===== src/rtl/mem_stage.sv =====
// Memory-access stage of the RV32I pipeline: data-memory request/response handshake,
// store byte-lane formatting, load extension and a registered write-back record.
module mem_stage (
    input  logic        i_clk,
    input  logic        i_rst_n,
    input  logic        i_valid,
    input  logic        i_mem_read,
    input  logic        i_mem_write,
    input  logic [2:0]  i_func3,
    input  logic [31:0] i_result,
    input  logic [31:0] i_store_data,
    input  logic [4:0]  i_rd,
    input  logic        i_reg_write,
    output logic        o_stall,
    output logic        o_dmem_req,
    output logic        o_dmem_we,
    output logic [31:0] o_dmem_addr,
    output logic [31:0] o_dmem_wdata,
    output logic [3:0]  o_dmem_mask,
    input  logic        i_dmem_ready,
    input  logic        i_dmem_rvalid,
    input  logic [31:0] i_dmem_rdata,
    output logic        o_valid,
    output logic [31:0] o_wb_data,
    output logic [4:0]  o_rd,
    output logic        o_reg_write,
    output logic        o_excp
);

    typedef enum logic [1:0] {IDLE, REQ, RESP} state_t;

    state_t      state, state_d;

    logic [4:0]  rd_q, rd_d;
    logic        reg_write_q, reg_write_d;
    logic [2:0]  func3_q, func3_d;
    logic [1:0]  lo_q, lo_d;
    logic        is_load_q, is_load_d;
    logic [31:0] result_q, result_d;

    logic        dmem_req_d, dmem_we_d;
    logic [31:0] dmem_addr_d, dmem_wdata_d;
    logic [3:0]  dmem_mask_d;
    logic        valid_d, reg_write_out_d, excp_d;
    logic [31:0] wb_data_d;
    logic [4:0]  rd_out_d;

    logic        is_mem, width_bad, misaligned, acc_excp;
    logic [3:0]  st_mask;
    logic [31:0] st_wdata;
    logic [7:0]  ld_byte;
    logic [15:0] ld_half;
    logic [31:0] ld_value;

    assign o_stall = (state != IDLE);

    // Decode of the instruction presented upstream: fault detection and store lane layout.
    always_comb begin
        is_mem     = i_mem_read | i_mem_write;
        width_bad  = i_mem_write ? (i_func3 > 3'd2)
                                 : ((i_func3 == 3'b011) || (i_func3[2:1] == 2'b11));
        misaligned = 1'b0;
        case (i_func3[1:0])
            2'b01:   misaligned = i_result[0];
            2'b10:   misaligned = |i_result[1:0];
            default: misaligned = 1'b0;
        endcase
        acc_excp = width_bad | misaligned;

        st_mask  = 4'b1111;
        st_wdata = 32'd0;
        if (i_mem_write) begin
            case (i_func3[1:0])
                2'b00: begin
                    st_mask  = 4'b0001 << i_result[1:0];
                    st_wdata = {4{i_store_data[7:0]}};
                end
                2'b01: begin
                    st_mask  = 4'b0011 << i_result[1:0];
                    st_wdata = {2{i_store_data[15:0]}};
                end
                default: begin
                    st_mask  = 4'b1111;
                    st_wdata = i_store_data;
                end
            endcase
        end
    end

    // Lane selection and extension of returned load data, using the captured address bits.
    always_comb begin
        ld_byte  = i_dmem_rdata[{lo_q, 3'b000} +: 8];
        ld_half  = lo_q[1] ? i_dmem_rdata[31:16] : i_dmem_rdata[15:0];
        ld_value = i_dmem_rdata;
        case (func3_q)
            3'b000:  ld_value = {{24{ld_byte[7]}}, ld_byte};
            3'b100:  ld_value = {24'd0, ld_byte};
            3'b001:  ld_value = {{16{ld_half[15]}}, ld_half};
            3'b101:  ld_value = {16'd0, ld_half};
            default: ld_value = i_dmem_rdata;
        endcase
    end

    // Next-state and next-output logic; request fields hold until the handshake completes.
    always_comb begin
        state_d         = state;
        rd_d            = rd_q;
        reg_write_d     = reg_write_q;
        func3_d         = func3_q;
        lo_d            = lo_q;
        is_load_d       = is_load_q;
        result_d        = result_q;
        dmem_req_d      = o_dmem_req;
        dmem_we_d       = o_dmem_we;
        dmem_addr_d     = o_dmem_addr;
        dmem_wdata_d    = o_dmem_wdata;
        dmem_mask_d     = o_dmem_mask;
        valid_d         = 1'b0;
        wb_data_d       = o_wb_data;
        rd_out_d        = o_rd;
        reg_write_out_d = o_reg_write;
        excp_d          = o_excp;

        case (state)
            IDLE: begin
                if (i_valid) begin
                    rd_d        = i_rd;
                    reg_write_d = i_reg_write;
                    func3_d     = i_func3;
                    lo_d        = i_result[1:0];
                    is_load_d   = ~i_mem_write;
                    result_d    = i_result;
                    if (!is_mem || acc_excp) begin
                        valid_d         = 1'b1;
                        wb_data_d       = i_result;
                        rd_out_d        = i_rd;
                        reg_write_out_d = is_mem ? 1'b0 : i_reg_write;
                        excp_d          = is_mem;
                    end else begin
                        state_d      = REQ;
                        dmem_req_d   = 1'b1;
                        dmem_we_d    = i_mem_write;
                        dmem_addr_d  = {i_result[31:2], 2'b00};
                        dmem_wdata_d = st_wdata;
                        dmem_mask_d  = st_mask;
                    end
                end
            end
            REQ: begin
                if (i_dmem_ready) begin
                    dmem_req_d = 1'b0;
                    if (is_load_q) begin
                        state_d = RESP;
                    end else begin
                        state_d         = IDLE;
                        valid_d         = 1'b1;
                        wb_data_d       = result_q;
                        rd_out_d        = rd_q;
                        reg_write_out_d = 1'b0;
                        excp_d          = 1'b0;
                    end
                end
            end
            RESP: begin
                if (i_dmem_rvalid) begin
                    state_d         = IDLE;
                    valid_d         = 1'b1;
                    wb_data_d       = ld_value;
                    rd_out_d        = rd_q;
                    reg_write_out_d = reg_write_q;
                    excp_d          = 1'b0;
                end
            end
            default: state_d = IDLE;
        endcase
    end

    // Reset abandons any outstanding request and clears the whole record.
    always_ff @(posedge i_clk) begin
        if (!i_rst_n) begin
            state        <= IDLE;
            rd_q         <= 5'd0;
            reg_write_q  <= 1'b0;
            func3_q      <= 3'd0;
            lo_q         <= 2'd0;
            is_load_q    <= 1'b0;
            result_q     <= 32'd0;
            o_dmem_req   <= 1'b0;
            o_dmem_we    <= 1'b0;
            o_dmem_addr  <= 32'd0;
            o_dmem_wdata <= 32'd0;
            o_dmem_mask  <= 4'd0;
            o_valid      <= 1'b0;
            o_wb_data    <= 32'd0;
            o_rd         <= 5'd0;
            o_reg_write  <= 1'b0;
            o_excp       <= 1'b0;
        end else begin
            state        <= state_d;
            rd_q         <= rd_d;
            reg_write_q  <= reg_write_d;
            func3_q      <= func3_d;
            lo_q         <= lo_d;
            is_load_q    <= is_load_d;
            result_q     <= result_d;
            o_dmem_req   <= dmem_req_d;
            o_dmem_we    <= dmem_we_d;
            o_dmem_addr  <= dmem_addr_d;
            o_dmem_wdata <= dmem_wdata_d;
            o_dmem_mask  <= dmem_mask_d;
            o_valid      <= valid_d;
            o_wb_data    <= wb_data_d;
            o_rd         <= rd_out_d;
            o_reg_write  <= reg_write_out_d;
            o_excp       <= excp_d;
        end
    end

endmodule


===== config.mk =====
export PLATFORM = sky130hd
export DESIGN_NAME = mem_stage
export DESIGN_NICKNAME = d
export VERILOG_FILES = /design/src/rtl/mem_stage.sv
export SDC_FILE = /design/constraint.sdc
export NUM_CORES = 1
export LEC_CHECK = 0
export CORE_MARGIN = 5
export CORE_UTILIZATION = 51
export CTS_CLUSTER_SIZE = 25
export DETAILED_ROUTE_END_ITERATION = 8
export HOLD_SLACK_MARGIN = 0.12
export PLACE_DENSITY = 0.95
export RECOVER_POWER = 25
export SLEW_MARGIN = 20
export SYNTH_ARGS = -nofsm -noshare
export SYNTH_HDL_FRONTEND = slang
export SYNTH_SLANG_ARGS = --single-unit

===== constraint.sdc =====
create_clock -name i_clk -period 4.6 [get_ports i_clk]
set_clock_uncertainty 0.2 [all_clocks]
set_input_delay 0.69 -clock i_clk [delete_from_list [all_inputs] [get_ports i_clk]]
set_output_delay 0.69 -clock i_clk [all_outputs]
set_load 0.005 [all_outputs]

# After elaboration in Yosys (flattened, before gate mapping)
# Cells that the tools add are included.
# word_totals
regBits	154
latchBits	0
ram_bits	0
mem_bits_ro	0
in_bits	112
output_inout_bits	111
wordCells	102
n_memories	0
# op_classes
addsub	0
n_mul	0
div_mod_pow	0
magnitude_cmp	1
eq_ne	15
n_shift	3
mux	47
n_bitwise	4
n_reduce_logical	15
# ops
operator	n
32-bit 2-to-1 mux	6
32-bit case mux with 4 select lines	1
32-bit case mux with 3 select lines	1
32-bit case mux with 2 select lines	1
32-bit by 6-bit indexed part select with 8-bit output	1
5-bit 2-to-1 mux	5
1-bit 2-to-1 mux	18
16-bit 2-to-1 mux	1
5-bit case mux with 3 select lines	1
2-bit inequality test (second input constant)	6
2-bit 2-to-1 mux	5
1-bit case mux with 3 select lines	3
4-bit case mux with 2 select lines	1
4-bit AND reduction	2
2-bit equality test (second input constant)	3
3-bit equality test (second input constant)	2
2-bit case mux with 3 select lines	1
6-bit AND reduction	1
2-bit by 1-bit equality test with 1-bit output (second input constant)	2
2-bit logical NOT	2
4-bit 2-to-1 mux	1
1-bit case mux with 2 select lines	2
2-bit nonzero test	2
1-bit by 2-bit << shifter with 4-bit output (first input constant)	1
other kinds (13)	16

# Longest topological paths before layout
# logic_depth
word_depth	8
mapped_depth	10
mapped_depth_nobuf	7

# Worst setup path before layout
# No wires, ideal clock.
# synth_timing
path_kind	input port to flip-flop
start	input i_func3[1]
end	register o_dmem_mask[1]
setup_time_ns	0.116
t_arrival_ns	2.298
t_required_ns	4.284
setup_slack_ns	1.985
cell_stages	9
n_path_buf	2
path_cell_list	buf_4 > inv_1 > ha_1 > o21a_1 > o21a_1 > a211oi_1 > buf_2 > o211ai_1 > o211a_1
# synth_between
elab_chain_cells	7
word_cells_on_any_way	15
classes_between	order compare (1); eq/ne (4); mux (4); bitwise (2); reduce/logical (4)
# synth_rtl
element	line_no	rtl
from (decl)	9	input logic [2:0] i_func3,
branches (longest 7 deep; another with 3-bit by 2-bit greater-than comparator with 1-bit output)	--	
to (signal assigned)	210	o_dmem_mask <= dmem_mask_d;
to (decl)	19	output logic [3:0] o_dmem_mask,
# Several ways; the timed one is not identified.
# A chain may end at the register's enable or synchronous reset.

# Worst setup path after layout
# layout_timing
start	input i_func3[1]
end	register o_wb_data[20]
# layout_between
elab_chain_cells	7
word_cells_on_any_way	12
classes_between	order compare (1); eq/ne (5); mux (2); bitwise (1); reduce/logical (3)
# layout_rtl
element	line_no	rtl
branches (longest 3 deep; another with 3-bit by 2-bit greater-than comparator with 1-bit output)	--	
1-bit bitwise OR (*)	68	acc_excp = width_bad | misaligned;
1-bit logical OR (*)	133	if (!is_mem || acc_excp) begin
2-bit inequality test (no line) (*)	--	
6-bit AND reduction (no line) (*)	--	
to (signal assigned)	212	o_wb_data <= wb_data_d;
to (decl)	24	output logic [31:0] o_wb_data,
# Mark *: on every way between the ends.

==> metrics.csv <==
metric,value,unit
slew_headroom,-41.28,%
reg2reg_depth,6,
n_fill_cell,998,
antenna_found_initial,0,
fin_nets,1196,
path_class,input port to register,
post_cts.repair.setup_buffers,0,
setup_tns,0,ns
vias,7711,
p_leak,3.772,nW
clk_pin_slew,0.06,ns
dieWidth,129.8,µm
crit_fanout,32,
hold_path_class,register to register,
die_area,16850,µm²
cts.sink_count,152,
layout-drive-gt1-share,8.081,%
drv_slew,44,
antenna_cells,0,
grt_use_total,28.88,%
crit_arrival,3.68,ns
dp.cells,1237,
wl_per_cell,19.52,µm
internal_power,2.737,mW
grt_pass1_vias,7509,
synth_seq_area_share,41.58,%
cts_made_buffers,17,
die_h,129.8,µm
final_cell_mix,"clkdlybuf4s50_1, nand2_1, dfxtp_1, a21oi_1, nor2_1",
drt_iter0_markers,1102,
setup-violations-final,0,
synth_seq_cells,152,
fin_crit_sh,77.48,%
synth_ff_type,dfxtp_1,
layout_commonest_cell,clkdlybuf4s50_1,
p_comb_share,19.9,%
pre_cts_ws,0.6750,ns
cts_tree,done,
avgViaCountPerCell,6.076,
synthToLayoutAreaGrowth,38.67,%
ant_nets,0,
failed_checks,"max-capacitance violations, max-slew violations",
core_area,13990,µm²
overflow,0,
hpwl,16810,µm
cts_root_buf,clkbuf_16,
pwr_density_cell,368.0,nW/µm²
setup_ws,1.036,ns
cp-start-kind,input port,
irDropWorstVdd,221.0,µV
status,"finished, violations left",
rows,43,
cap_viol_max_count,1,
synthCells,902,
fmax,280.6,MHz
clock_path_buffers,2,
crit_required,4.71,ns
fin_cells,1269,
synth_edf_count,0,
pwr-share-seq,39.4,%
report.final.hold_viol_count,0,
clock_latency,0.43,ns
ioPinCount,223,
port_buffers,220,
sw_frac_of_total,26.73,%
min_period,3.564,ns
drc,0,
tightestPinTransition,2.119,ns
start_util,52.32,%
endpoint_kind,register,
gp_congestion,0.9324,
syn_area_per_cell,8.113,µm²
drt-pass1-iter-count,6,
cts.repair.resized,0,
synth_async_sr_flop_share,0,%
synthDistinctLibCells,60,
pwr-share-clk,40.7,%
grt_pass1_wl,38490,µm
holdBufCountCts,0,
synth.cell_area,7318,µm²
hold_path_depth,2,
grt_max_degree,55,
htreeDepth,4,
synth_warnings,0,
routed_wl,24770,µm
rsz0062_at_grt,false,
p_switching,0.9983,mW
sequential cells by signal (all words and copies together) (netlist names), 3 cells and up:
| register | flops |
|---|---|
| o_wb_data | 32 |
| rd_q | 5 |
| o_dmem_mask | 4 |
| o_dmem_addr | 30 |
| func3_q | 3 |
| o_dmem_wdata | 32 |
| o_rd | 5 |
| result_q | 31 |
critical path, stage by stage:
cell and delay (ns):
clkdlybuf4s50_1 0.72, inv_1 0.24, ha_1 0.43, o21a_1 0.29, o21ai_2 0.32, o211ai_4 0.24, nor3b_4 0.21, buf_4 0.25
a32o_1 0.27
final timing paths:
path               startpoint            end  slack (ns)
hold / removal    result_q[4]    result_q[4]        0.25
hold reg to reg   result_q[4]    result_q[4]        0.25
setup / recovery   i_func3[1]  o_wb_data[20]        1.04
setup reg to reg     state[1]    result_q[3]        1.38
cell usage after synthesis, types with 4 or more instances:
library cell | n | area (µm²)
or2_2 | 16 | 100.1
a21oi_1 | 115 | 575.6
nand3_1 | 36 | 180.2
a22o_1 | 16 | 140.1
and2_1 | 11 | 68.82
buf_6 | 4 | 45.04
mux2_2 | 11 | 123.9
nand2_1 | 188 | 705.7
nor2b_1 | 4 | 25.02
buf_1 | 6 | 22.52
buf_2 | 16 | 80.08
o311ai_1 | 5 | 43.79
clkbuf_1 | 47 | 176.4
nor2_1 | 42 | 157.7
a22oi_1 | 15 | 112.6
mux2i_1 | 12 | 120.1
inv_1 | 10 | 37.54
o2bb2ai_1 | 21 | 183.9
buf_4 | 8 | 60.06
dfxtp_1 | 152 | 3043
and3_1 | 6 | 37.54
a32o_1 | 16 | 160.2
a2bb2oi_1 | 7 | 61.31
nand2b_1 | 12 | 75.07
ha_1 | 8 | 100.1
o21a_1 | 17 | 127.6
a31oi_1 | 8 | 50.05
o21ai_0 | 34 | 170.2
a311oi_1 | 6 | 52.55
o22ai_1 | 13 | 81.33
power by group through the flow:
stage	logic, mW	registers, mW	clock network, mW
6_report	0.745	1.47	1.52
5_1_grt	0.801	1.48	1.58
4_1_cts	0.743	1.47	1.53
3_5_place_dp	0.733	1.50	0
3_3_place_gp	0.714	1.49	0
2_1_floorplan	0.390	1.49	0
cells by family (layout without fill, tap and decap cells):
kind of cell    after synthesis  in the layout  synth area share, %
compound gates              298            298                27.54
other cells                   1              2              0.05124
fa+ha+maj                     8              8                1.368
mux                          23             23                3.334
simple gates                327            327                20.24
buf+inv                      93            279                5.881
flops                       152            152                41.58
metrics by stage:
stage / cell area [µm²] / util [%] / total power [mW] / hold slack [ns]
3_3_place_gp: 9500 / 67.92 / 2.207 / 0.2376
4_1_cts: 10150 / 72.59 / 3.743 / 0.2505
3_5_place_dp: 9500 / 67.92 / 2.231 / 0.2426
6_report: 10150 / 72.55 / 3.735 / 0.2506
5_1_grt: 10150 / 72.55 / 3.865 / 0.2700
2_1_floorplan: 7322 / - / 1.878 / 0.2317
final cells by class:
cell class	count	area (µm²)	area share [%]
Multi-Input combinational cell	658	3866	38.10
Sequential cell	152	3043	29.98
Timing Repair Buffer	236	2318	22.85
Clock buffer	24	521.8	5.141
Tap cell	180	225.2	2.219
Clock inverter	8	132.6	1.307
Inverter	11	41.29	0.4069
layer usage:
layer / track usage, % / routed length [µm] / vias up
met5: 0 / 0 / -
met4: 16.20 / 1407 / 0
met3: 6.918 / 2562 / 113
met2: 46.77 / 11410 / 518
met1: 35.34 / 9398 / 3539
li1: - / - / 3541
Note: power is estimated with default switching activity, not from simulation.
